[src/rtl/dispatch_queue_pkg.sv]
// -----------------------------------------------------------------------------
// dispatch_queue_pkg
//   Shared definitions for the decode -> reservation-station dispatch queue:
//   default depth, pointer/count typedefs and the ID_RS_PACKET carried from
//   decode to the reservation station.
//   No ports (package).
// -----------------------------------------------------------------------------
package dispatch_queue_pkg;

    localparam int DQ_DEPTH = 8;
    localparam int DQ_PTR_W = $clog2(DQ_DEPTH);
    localparam int DQ_CNT_W = $clog2(DQ_DEPTH + 1);

    typedef logic [DQ_PTR_W-1:0] DQ_PTR;
    typedef logic [DQ_CNT_W-1:0] DQ_CNT;

    typedef enum logic [2:0] {
        FU_ALU    = 3'd0,
        FU_MULT   = 3'd1,
        FU_LOAD   = 3'd2,
        FU_STORE  = 3'd3,
        FU_BRANCH = 3'd4
    } FU_TYPE;

    typedef struct packed {
        logic [31:0] inst;
        logic [31:0] pc;
        FU_TYPE      fu_type;
        logic [4:0]  dest_reg_idx;
        logic [4:0]  rs1_idx;
        logic [4:0]  rs2_idx;
        logic        valid;
    } ID_RS_PACKET;

    localparam int ID_RS_PKT_W = $bits(ID_RS_PACKET);

endpackage

[src/rtl/dispatch_queue.sv]
// -----------------------------------------------------------------------------
// dispatch_queue
//   In-order FIFO between decode and the reservation station. Decode keeps
//   issuing while the RS has no free entry; the oldest packet is presented
//   to the RS with a valid/ready handshake. A squash empties the queue.
//
//   Optional feature: define DQ_BYPASS_EN to pass a packet straight from
//   decode to the RS when the queue is empty and the RS is ready (zero-cycle
//   latency, nothing written). Undefined by default.
//
// Ports
//   clock      in   system clock, posedge
//   reset      in   synchronous active-high reset
//   squash     in   flush all entries (mispredict recovery)
//   id_valid   in   decode presents a packet
//   id_packet  in   packet from decode (ID_RS_PACKET, packed)
//   id_ready   out  queue can accept a packet (= !full)
//   rs_ready   in   RS can allocate the head packet
//   dq_valid   out  head packet valid
//   dq_packet  out  head packet ('0 when nothing to present)
//   full       out  count == DEPTH
//   empty      out  count == 0
//   count      out  current occupancy
// -----------------------------------------------------------------------------
module dispatch_queue
    import dispatch_queue_pkg::*;
#(
    parameter int DEPTH = DQ_DEPTH,
    parameter int CNT_W = $clog2(DEPTH + 1)
) (
    input  logic                   clock,
    input  logic                   reset,
    input  logic                   squash,
    input  logic                   id_valid,
    input  logic [ID_RS_PKT_W-1:0] id_packet,
    output logic                   id_ready,
    input  logic                   rs_ready,
    output logic                   dq_valid,
    output logic [ID_RS_PKT_W-1:0] dq_packet,
    output logic                   full,
    output logic                   empty,
    output logic [CNT_W-1:0]       count
);

    localparam int               PTR_W    = $clog2(DEPTH);
    localparam logic [CNT_W-1:0] FULL_CNT = CNT_W'(DEPTH);

    logic [ID_RS_PKT_W-1:0] mem_q [DEPTH];
    logic [PTR_W-1:0]       head_q, head_d;
    logic [PTR_W-1:0]       tail_q, tail_d;
    logic [CNT_W-1:0]       count_q, count_d;
    logic                   enq, deq, bypass;

    // Status, handshake and head read are all derived from registered state
    // (plus the bypass path when enabled).
    always_comb begin
        full     = (count_q == FULL_CNT);
        empty    = (count_q == '0);
        id_ready = !full;
        count    = count_q;

`ifdef DQ_BYPASS_EN
        bypass = empty && id_valid && rs_ready && !squash;
`else
        bypass = 1'b0;
`endif

        dq_valid  = !empty || bypass;
        dq_packet = '0;
        if (!empty) begin
            dq_packet = mem_q[head_q];
        end else if (bypass) begin
            dq_packet = id_packet;
        end

        // A bypassed packet is consumed by the RS directly, so it is not
        // written and does not count as a queue dequeue either.
        enq = id_valid && id_ready && !bypass;
        deq = !empty && rs_ready;
    end

    always_comb begin
        head_d  = head_q;
        tail_d  = tail_q;
        count_d = count_q;
        if (squash) begin
            // Anything enqueued or dequeued in the squash cycle is dropped.
            head_d  = '0;
            tail_d  = '0;
            count_d = '0;
        end else begin
            // DEPTH is a power of two, so pointer overflow is the wrap.
            if (enq) tail_d = tail_q + PTR_W'(1);
            if (deq) head_d = head_q + PTR_W'(1);
            case ({enq, deq})
                2'b10:   count_d = count_q + CNT_W'(1);
                2'b01:   count_d = count_q - CNT_W'(1);
                default: count_d = count_q;
            endcase
        end
    end

    always_ff @(posedge clock) begin
        if (reset) begin
            head_q  <= '0;
            tail_q  <= '0;
            count_q <= '0;
        end else begin
            head_q  <= head_d;
            tail_q  <= tail_d;
            count_q <= count_d;
        end
    end

    // Storage has no reset; entries are only read when counted as valid.
    always_ff @(posedge clock) begin
        if (!reset && !squash && enq) begin
            mem_q[tail_q] <= id_packet;
        end
    end

    always_ff @(posedge clock) begin
        if (!reset) begin
            assert (!(enq && full));
            assert (!(deq && empty));
            assert (count_q <= FULL_CNT);
        end
    end

endmodule

[config.mk]
export PLATFORM = sky130hd
export DESIGN_NAME = dispatch_queue
export DESIGN_NICKNAME = d
export VERILOG_FILES = /design/src/rtl/dispatch_queue_pkg.sv /design/src/rtl/dispatch_queue.sv
export SDC_FILE = /design/constraint.sdc
export NUM_CORES = 1
export LEC_CHECK = 0
export BUFFER_PORTS_ARGS = -buffer_cell sky130_fd_sc_hd__clkbuf_2
export CAP_MARGIN = 30
export CORE_UTILIZATION = 60
export DETAILED_ROUTE_END_ITERATION = 6
export MAX_ROUTING_LAYER = met4
export PLACE_DENSITY_LB_ADDON = 0.2
export SYNTH_ARGS = -nofsm -noshare
export SYNTH_HDL_FRONTEND = slang
export SYNTH_SLANG_ARGS = --single-unit
[constraint.sdc]
create_clock -name clock -period 11.75 [get_ports clock]
set_clock_uncertainty 0.15 [all_clocks]
set_input_delay 2.35 -clock clock [delete_from_list [all_inputs] [get_ports clock]]
set_output_delay 2.35 -clock clock [all_outputs]
set_load 0.05 [all_outputs]
==> impl_metrics.tcl <==
set metrics [dict create \
    outcome "completed" \
    wl_mm 48.6 \
    cts_resized 0 \
    worstMarginPinSlew_ns 0.899 \
    r2r-start "count[0]" \
    drt_drc_violations_left 0 \
    drt_pass1_iterations 7 \
    vias_per_cell 6.11 \
    gp_congestion 0.718 \
    place_hpwl_mm 25.1 \
    antenna_found_initial 8 \
    dieHeight_um 210 \
    syn_nets 1225 \
    hp-class "reg2reg" \
    syn-cell-area_sq_um 25800 \
    drive_gt1_share_pct 33.5 \
    hold_path_depth 2 \
    rr_worst_depth 6 \
    synthCells 1131 \
    io_buffer_count 178 \
    drv_cap 0 \
    power.density_nw_per_um2 165 \
    syn_to_final_growth_pct 13.4 \
    clockRootBuffer "clkbuf_16" \
    grt_pass1_vias 12500 \
    r2r-end "mem_q[6][67]" \
    grt_pass1_wl_mm 73.7 \
    critPathLaunchType "flip-flop" \
    fin_crit_sh_pct 55.7 \
    dieArea_sq_um 43900 \
    relSlewSlack_pct 40.1 \
    cp.arrival_ns 4.05 \
    slew_viol_final 0 \
    final_cell_mix "664 x edfxtp_1, 178 x clkbuf_2, 166 x mux4_2" \
    mostFrequentLayoutCell "edfxtp_1" \
    holdPathEnd "count[3]" \
    min_period_ns 6.55 \
    ant_nets 0 \
    hold_violations 0 \
    reg2reg_slack_ns 8.34 \
    grt-ovfl-total 0 \
    wl_per_cell_um 25.1 \
    cts_tree "yes" \
    fillers 2591 \
    worstPathRequired_ns 9.25 \
    synth_cell_type_count 29 \
    clk_pin_slew_worst_paths_ns 0.06 \
    cts_buffer_depth 3 \
    drt_iter0_markers 864 \
    placed_cell_area_sq_um 27300 \
    vias 11800 \
    final_area_sq_um 29300 \
    htree_levels 3 \
    initial_core_util_pct 61.2 \
    ys_ff_latch 677 \
    num_rows 75 \
    fmax_mhz 153 \
    numClockSinks 677 \
    path_class "reg2out" \
    synth_warnings 0 \
    cts_hold_buf 0 \
    end_kind "primary output" \
    cts_buffers 67 \
    min_from "count[3]" \
    grt_max_degree 103 \
    finalSetupTns_ns 0 \
    ioPinCount 179 \
    track_usage_pct 23.8 \
    cp_max_fo 102 \
    ir_drop_v 0.0000884 \
    clock_latency_ns 0.59 \
    postSynthAreaPerCell_sq_um 22.9 \
    power.leakage_nw 9.22 \
    rsz0062_at_grt "no" \
    postCtsSetupRepairBufs 0 \
    seq_area_frac_synth_pct 78.1 \
    core_sq_um 42200 \
    final-setup-viol-count 0 \
    die_x_um 210 \
    nNetsFinal 1436 \
]
-- critical path, cell delays in order (launching register included) --
cell	delay [ns]
dfxtp_4	0.74
buf_4	0.70
buf_12	0.72
mux4_2	0.60
mux2i_1	0.25
nor2_1	0.07
clkbuf_2	0.27
-- power breakdown --
group          switching [mW]  total (mW)  internal [mW]
combinational           0.163       0.225         0.0614
clock                   0.835        1.94           1.10
sequential            0.00556        2.67           2.66
-- cells by family after synthesis --
| group | synth area share [%] |
|---|---|
| compound gates | 0.155 |
| xor+xnor | 0.203 |
| buf+inv | 1.53 |
| mux | 17.7 |
| fa+ha+maj | 0.319 |
| simple gates | 1.92 |
| flops | 78.1 |
-- cell type report --
type / instances / area (sq um) / area share, %
Antenna cell: 8 / 20.0 / 0.0683
Clock buffer: 88 / 1800 / 6.14
Clock inverter: 25 / 178 / 0.606
Inverter: 5 / 20.0 / 0.0683
Multi-Input combinational cell: 390 / 5310 / 18.1
Sequential cell: 677 / 20200 / 69.0
Tap cell: 539 / 674 / 2.30
Timing Repair Buffer: 201 / 1100 / 3.74
-- how the worst max path moves through the flow --
stage	start	to	slack, ns
3_5_place_dp	flip-flop	dq_packet[68]	5.67
2_1_floorplan	squash	mem_q[0][0]	2.33
4_1_cts	flip-flop	dq_packet[68]	5.03
3_3_place_gp	flip-flop	dq_packet[68]	5.74
6_report	flip-flop	dq_packet[68]	5.20
5_1_grt	flip-flop	dq_packet[68]	4.83
-- cells in the mapped netlist --
master / number / area share, %
and2_1: 1 / 0.024
or3_1: 1 / 0.024
xnor2_1: 1 / 0.034
mux2i_1: 84 / 3.3
xor2_1: 5 / 0.17
nand2b_1: 2 / 0.048
buf_2: 29 / 0.56
o21ai_0: 1 / 0.019
nand3_1: 4 / 0.077
or4b_1: 1 / 0.039
fa_1: 1 / 0.077
a21oi_1: 4 / 0.077
nand4_1: 1 / 0.024
or2_2: 1 / 0.024
ha_1: 5 / 0.24
edfxtp_1: 664 / 77
o31ai_1: 1 / 0.029
a211oi_1: 1 / 0.029
clkbuf_1: 12 / 0.17
dfxtp_1: 13 / 1.0
nand2_1: 4 / 0.058
mux4_2: 166 / 14
buf_1: 2 / 0.029
and4b_1: 1 / 0.039
nor3_1: 2 / 0.039
or4_4: 1 / 0.044
buf_6: 16 / 0.70
nor2_1: 102 / 1.5
inv_1: 5 / 0.073
-- per-stage QoR --
step	power [mW]	utilization [%]	setup WS, ns	std cells	hold WS [ns]
after global routing	4.97	69.4	4.83	1933	0.394
after floorplan	2.87	-	2.33	1131	0.335
after detailed placement	2.95	64.7	5.67	1812	0.359
after CTS	4.87	69.3	5.03	1925	0.367
final	4.83	69.4	5.20	1933	0.371
after global placement	2.94	64.6	5.74	1811	0.348
-- sequential cells by signal (all words and copies together), names as in the netlist, named ones only --
register / count
head_q: 3
tail_q: 3
count: 4
mem_q: 664
-- metal layers --
layer	part of all wire, %	track usage, %
met2	49	36.7
met5	0	-
met4	1.4	6.32
met3	7.7	5.28
met1	42	32.8
Power figures use the tool's default switching activity.
